<file path="src/rtl/afifo_pkg.sv">
// Shared async FIFO types and gray-code helpers.
// Used by both the read-domain and write-domain control blocks.
package afifo_pkg;

    localparam int PTR_W = 9;
    localparam int CODE_W = 32;

    typedef logic [PTR_W-1:0] ptr_t;

    function automatic logic [CODE_W-1:0] bin2gray(
        input logic [CODE_W-1:0] b
    );
        return (b >> 1) ^ b;
    endfunction

    function automatic logic [CODE_W-1:0] gray2bin(
        input logic [CODE_W-1:0] g
    );
        logic [CODE_W-1:0] b;
        b[CODE_W-1] = g[CODE_W-1];
        for (int i = CODE_W - 2; i >= 0; i--) begin
            b[i] = b[i+1] ^ g[i];
        end
        return b;
    endfunction

endpackage

</file>
<file path="src/rtl/afifo_sync_2ff.sv">
// Two-flop synchroniser for a gray pointer crossing clock domains.
// Reset clears both stages to zero.
module afifo_sync_2ff #(
    parameter int WIDTH = 9
) (
    input  logic             clk,
    input  logic             rst_n,
    input  logic [WIDTH-1:0] d,
    output logic [WIDTH-1:0] q
);

    logic [WIDTH-1:0] q1;

    // Plain flop chain, no logic between stages.
    always_ff @(posedge clk) begin
        if (!rst_n) begin
            q1 <= '0;
            q  <= '0;
        end else begin
            q1 <= d;
            q  <= q1;
        end
    end

endmodule

</file>
<file path="src/rtl/afifo_rd_ctrl.sv">
// Async FIFO read-domain control: read pointer, synchronised write
// pointer, and empty / almost-empty / level / underflow status.
module afifo_rd_ctrl
    import afifo_pkg::*;
#(
    parameter int ADDR_WIDTH    = 8,
    parameter int AEMPTY_THRESH = 4
) (
    input  logic                  rclk,
    input  logic                  rrst_n,
    input  logic                  rinc,
    input  logic [ADDR_WIDTH:0]   wptr_gray,
    output logic [ADDR_WIDTH:0]   rptr_gray,
    output logic [ADDR_WIDTH-1:0] raddr,
    output logic                  rempty,
    output logic                  raempty,
    output logic [ADDR_WIDTH:0]   rlevel,
    output logic                  runderflow
);

    localparam int PW = ADDR_WIDTH + 1;

    logic [PW-1:0]     rbin;
    logic [PW-1:0]     rbin_next;
    logic [PW-1:0]     rgray_next;
    logic [PW-1:0]     rq2;
    logic [PW-1:0]     wbin_sync;
    logic [PW-1:0]     level_next;
    logic [CODE_W-1:0] rgray_w;
    logic [CODE_W-1:0] wbin_w;
    logic              rd_en;
    logic              unused;

    afifo_sync_2ff #(
        .WIDTH (PW)
    ) u_wptr_sync (
        .clk   (rclk),
        .rst_n (rrst_n),
        .d     (wptr_gray),
        .q     (rq2)
    );

    // Next-state pointer and occupancy from the synchronised write pointer.
    always_comb begin
        rd_en      = rinc & ~rempty;
        rbin_next  = rbin + PW'(rd_en);
        rgray_w    = bin2gray(CODE_W'(rbin_next));
        rgray_next = rgray_w[PW-1:0];
        wbin_w     = gray2bin(CODE_W'(rq2));
        wbin_sync  = wbin_w[PW-1:0];
        level_next = wbin_sync - rbin_next;
    end

    assign unused = ^{rgray_w[CODE_W-1:PW], wbin_w[CODE_W-1:PW]};

    // Pointer, status and sticky underflow registers.
    always_ff @(posedge rclk) begin
        if (!rrst_n) begin
            rbin       <= '0;
            rptr_gray  <= '0;
            rempty     <= 1'b1;
            raempty    <= 1'b1;
            rlevel     <= '0;
            runderflow <= 1'b0;
        end else begin
            rbin       <= rbin_next;
            rptr_gray  <= rgray_next;
            rempty     <= (rgray_next == rq2);
            raempty    <= (int'(level_next) <= AEMPTY_THRESH);
            rlevel     <= level_next;
            runderflow <= runderflow | (rinc & rempty);
        end
    end

    assign raddr = rbin[ADDR_WIDTH-1:0];

endmodule

</file>
<file path="config.mk">
export PLATFORM = sky130hd
export DESIGN_NAME = afifo_rd_ctrl
export DESIGN_NICKNAME = d
export VERILOG_FILES = /design/src/rtl/afifo_pkg.sv /design/src/rtl/afifo_sync_2ff.sv /design/src/rtl/afifo_rd_ctrl.sv
export SDC_FILE = /design/constraint.sdc
export NUM_CORES = 1
export LEC_CHECK = 0
export ABC_AREA = 1
export ABC_CLOCK_PERIOD_IN_PS = 3900
export CAP_MARGIN = 20
export CORE_MARGIN = 10
export CORE_UTILIZATION = 35
export CTS_BUF_LIST = sky130_fd_sc_hd__clkbuf_4 sky130_fd_sc_hd__clkbuf_8 sky130_fd_sc_hd__clkbuf_16
export CTS_CLUSTER_DIAMETER = 120
export DETAILED_ROUTE_END_ITERATION = 6
export MAX_ROUTING_LAYER = met4
export PLACE_DENSITY = 0.61
export SYNTH_ARGS = -nofsm -noshare
export SYNTH_HDL_FRONTEND = slang
export SYNTH_HIERARCHICAL = 1
export SYNTH_SLANG_ARGS = --single-unit
</file>
<file path="constraint.sdc">
create_clock -name rclk -period 3.9 [get_ports rclk]
set_clock_uncertainty 0.05 [all_clocks]
set_input_delay 0.78 -clock rclk [delete_from_list [all_inputs] [get_ports rclk]]
set_output_delay 0.78 -clock rclk [all_outputs]
set_load 0.05 [all_outputs]
</file>
After elaboration in Yosys (flattened, before gate mapping)
Cells that the tools add are included.
{"block": "word_totals", "out_inout_bits": 29, "input_bits": 12, "regBits": 48}
{"block": "classes", "magnitude_cmp": 1, "bitwise": 13, "n_eq_ne": 1, "addsub": 2}
{"operator": "adder 9 x 1 -> 9 bit", "count": 1}
{"operator": "== test 9 bit", "count": 1}
{"operator": "<= comparator 9 x 3 -> 1 bit (second input constant)", "count": 1}
{"operator": "subtractor 9 bit", "count": 1}
{"operator": "bitwise XOR 8 x 9 -> 9 bit", "count": 1}
{"operator": "bitwise XOR 1 bit", "count": 8}
{"operator": "bitwise AND 1 bit", "count": 2}
{"operator": "NOT 1 bit", "count": 1}
{"operator": "bitwise OR 1 bit", "count": 1}

Logic depth before layout (Yosys ltp)
{"block": "logic_depth", "depth_word": 10, "ltp_mapped": 29}

Cells and area by module
The synthesis kept the hierarchy.
{"module": "afifo_rd_ctrl", "cells_per_inst": 268, "area_per_inst_um2": 1783.0, "seq_area_each_um2": 580.6, "instances": 1}
{"module": "afifo_sync_2ff", "cells_per_inst": 56, "area_per_inst_um2": 529.3, "seq_area_each_um2": 360.3, "instances": 1}

Least setup slack after synthesis
No wires, ideal clock.
{"block": "synth_timing", "path_type": "input-to-reg", "start": "input port rinc", "end": "register raempty", "n_path_buf": 0, "setup_slack_ps": 1024, "setup_time_ps": 117, "arrival_ps": 2709, "cell_stages": 19, "cell_sequence": "inv_1 -> nor2_1 -> ha_1 -> ha_1 -> or2_2 -> nand2_1 -> ha_1 -> nand3_1 -> nand2_1 -> nand2_1 -> nand2_1 -> a21oi_1 -> inv_1 -> nand2_1 -> nand3_1 -> nand2_1 -> inv_1 -> nand3_1 -> nor2_1"}
{"block": "synth_between", "elab_chain_cells": 4}
{"item": "start: declaration", "line": "afifo_rd_ctrl.sv:11", "source": "input logic rinc,"}
{"item": "bitwise AND 1 bit", "line": "afifo_rd_ctrl.sv:45", "source": "rd_en = rinc & ~rempty;"}
{"item": "adder 9 x 1 -> 9 bit", "line": "afifo_rd_ctrl.sv:46", "source": "rbin_next = rbin + PW'(rd_en);"}
{"item": "subtractor 9 bit", "line": "afifo_rd_ctrl.sv:51", "source": "level_next = wbin_sync - rbin_next;"}
{"item": "<= comparator 9 x 3 -> 1 bit", "line": "afifo_rd_ctrl.sv:69", "source": "raempty <= (int'(level_next) <= AEMPTY_THRESH);"}
{"item": "end signal: assignment", "line": "afifo_rd_ctrl.sv:69"}
{"item": "end: declaration", "line": "afifo_rd_ctrl.sv:16", "source": "output logic raempty,"}
Every way passes these cells.
A chain may end at the register's enable or synchronous reset.

Worst setup path after layout
Same ends and word-level chain as after synthesis.

==> impl_metrics.json <==
{
  "finalSetupViolations": 0,
  "status": "completed",
  "worst_pin_slew_ns": 0.682,
  "grt_pass1_vias": 1910,
  "fin_crit_ns": 3.24,
  "power_density_mw_per_mm2": 429,
  "power.switching_mw": 0.399,
  "cts_tree": "done",
  "dr_total_vias": 2000,
  "routed_wl_mm": 4.79,
  "yosysWarnings": 6,
  "grt_pass1_wl_mm": 8.29,
  "hold_viol_final": 0,
  "place_congestion": 0.835,
  "r2r_start": "u_wptr_sync/q[7]$_SDFF_PN0_",
  "num_rows": 29,
  "rsz0062_at_grt": "false",
  "antenna_cells": 0,
  "yosysSeqAreaShare_pct": 40.7,
  "synth_nets": 347,
  "hold_path.class": "flop to flop",
  "die_h_um": 101,
  "setup.worst_path.start_class": "input port",
  "clockBufferDepth": 2,
  "io_pins": 41,
  "seq_power_share_pct": 42.4,
  "cts_root_buffer": "clkbuf_8",
  "post-route-drc-count": 0,
  "synthCells": 324,
  "end_kind": "flop",
  "drv_cap": 0,
  "dp_cells": 439,
  "cts_resized": 0,
  "grt_max_degree": 21,
  "fin_tns_setup_ns": 0,
  "grt.overflow.total": 0,
  "grt_usage_pct": 10.0,
  "p_leak_nw": 1.49,
  "mappedNetlistArea_mm2": 0.00231,
  "core_area_mm2": 0.00639,
  "critical_path_class": "input port to flop",
  "chipWidth_um": 101,
  "drtAntennaViolNets": 0,
  "portBuffers": 40,
  "post-route-period-util_pct": 83.2,
  "ir_drop_mv": 0.205,
  "drive_gt1_share_pct": 7.84,
  "hold_path_depth": 2,
  "wl_per_cell_um": 10.7,
  "min_from": "u_wptr_sync/q1[7]$_SDFF_PN0_",
  "cts_setup_buffers": 0,
  "clk_pin_slew_ns": 0.08,
  "numCtsBuffers": 5,
  "sw_frac_of_total_pct": 32.0,
  "finalNonFillerCells": 447,
  "drtIter0Drc": 81,
  "nets": 392,
  "synthDistinctLibCells": 30,
  "syn_area_per_cell_um2": 7.14,
  "routed_via_density": 4.47,
  "max_freq_mhz": 308,
  "die_area_mm2": 0.0103,
  "antenna_found_initial": 0,
  "cts_sinks": 47,
  "maxSlewViolCount": 0,
  "clockPowerShare_pct": 29.3,
  "arrival_ns": 3.39,
  "area_growth_pct": 25.6,
  "critical_path_required_ns": 4.04,
  "dpl.hpwl_mm": 3.82,
  "synth_seq_cells": 47,
  "clkLatencyLatePin_ns": 0.29,
  "h-tree-depth": 2,
  "rrSetupSlack_ns": 0.71,
  "maxSlewHeadroom_pct": 54.5,
  "dr.pass1.iters": 6,
  "fill_cells": 665,
  "crit_start": "rinc",
  "start_util_pct": 36.2,
  "cp_max_fo": 5,
  "power.internal_mw": 0.849,
  "rr_worst_depth": 29,
  "power_frac_comb_pct": 28.4,
  "cts_hold_buf": 0
}
## layout by cell type (no fill, tap or decap), drive strengths merged, types with 2 or more instances in the layout
cell type	n
nand2	102
inv	56
dfxtp	47
nand3	41
clkdlybuf4s50	40
nor2	22
a21oi	17
ha	10
clkbuf	6
xor2	6
nor3	5
o21ai	5
buf	3
xnor2	2
clkinv	2
## registers in the layout, indices dropped and copies added (netlist names)
name,flops
u_wptr_sync/q1,9
rbin,8
rptr_gray,9
raempty,1
rlevel,9
u_wptr_sync/q,9
rempty,1
runderflow,1
## logic make-up after synthesis
| family | synth area share, % |
|---|---|
| buffers and inverters | 11.1 |
| AOI/OAI and AO/OA | 5.57 |
| adders and majority gates | 6.28 |
| xor gates and xnor gates | 3.36 |
| and+or+nand+nor | 33.0 |
| DFF | 40.7 |
## worst max-delay path, cell delays in order
cell,delay (ns)
clkdlybuf4s50_1,0.47
inv_1,0.04
nor2_1,0.08
ha_1,0.19
ha_1,0.21
nand3_2,0.14
nor3_4,0.20
xor2_2,0.24
ha_1,0.33
inv_1,0.11
o31ai_1,0.08
a21oi_1,0.16
o21ai_1,0.09
a21oi_1,0.19
nor2_1,0.07
## cell usage after synthesis
master / n / share of area (%)
o21ai_2: 1 / 0.38
dfxtp_1: 47 / 41
buf_12: 1 / 0.87
o21a_1: 1 / 0.32
nand3_1: 38 / 8.2
nor3_4: 1 / 0.70
inv_2: 1 / 0.16
nand2_2: 8 / 2.2
clkbuf_1: 2 / 0.32
nor2_2: 1 / 0.27
nor3_1: 3 / 0.65
nand2_1: 94 / 15
inv_1: 55 / 8.9
xnor2_1: 2 / 0.76
clkinv_1: 1 / 0.16
xor2_1: 5 / 1.9
buf_6: 1 / 0.49
fa_1: 1 / 0.87
nand4_1: 1 / 0.27
nor3_2: 1 / 0.43
nand3_2: 3 / 1.3
xor2_2: 1 / 0.70
o21ai_0: 3 / 0.65
ha_1: 10 / 5.4
a21oi_1: 17 / 3.7
or2_2: 1 / 0.27
o21ai_1: 1 / 0.22
buf_2: 1 / 0.22
o31ai_1: 1 / 0.32
nor2_1: 21 / 3.4
## per-layer routing
layer / track usage (%) / share of wire (%) / wire length [um]
met3: 2.93 / 5.7 / 271
met5: - / 0 / 0
met2: 15.7 / 44 / 2110
met1: 12.0 / 49 / 2330
met4: 3.22 / 1.6 / 76
## stage by stage
| stage | hold WS, ns | util (%) | area [um2] | power [mW] | worst slack, ns |
|---|---|---|---|---|---|
| after CTS | 0.365 | 45.5 | 2910 | 1.27 | 0.625 |
| after global routing | 0.377 | 45.5 | 2910 | 1.32 | 0.277 |
| after detailed placement | 0.345 | 43.7 | 2790 | 0.896 | 0.330 |
| after global placement | 0.343 | 43.7 | 2790 | 0.897 | 0.308 |
| final | 0.362 | 45.5 | 2910 | 1.25 | 0.656 |
| after floorplan | 0.336 | - | 2310 | 0.796 | 1.02 |
## cell type report
| class | instances | area [um2] | share of cell area, % |
|---|---|---|---|
| repair buffers | 43 | 423 | 14.6 |
| well taps | 77 | 96.3 | 3.32 |
| flip-flops and latches | 47 | 941 | 32.4 |
| inverters | 57 | 214 | 7.36 |
| multi-input cells | 215 | 1110 | 38.3 |
| clock inverters | 2 | 35.0 | 1.21 |
| clock buffers | 6 | 82.6 | 2.84 |
## power by group through the flow
| stage | combinational [mW] | clock (mW) | sequential [mW] |
|---|---|---|---|
| floorplan | 0.159 | 0 | 0.637 |
| global route | 0.394 | 0.396 | 0.533 |
| CTS | 0.358 | 0.378 | 0.529 |
| detailed placement | 0.356 | 0 | 0.541 |
| finish | 0.354 | 0.365 | 0.529 |
| global placement | 0.358 | 0 | 0.540 |
## path summary, 6_finish.rpt
path,to
max reg2reg,raempty$_SDFF_PN1_
max,raempty$_SDFF_PN1_
min,u_wptr_sync/q[7]$_SDFF_PN0_
min reg2reg,u_wptr_sync/q[7]$_SDFF_PN0_
(Power assumes the default switching activity.)
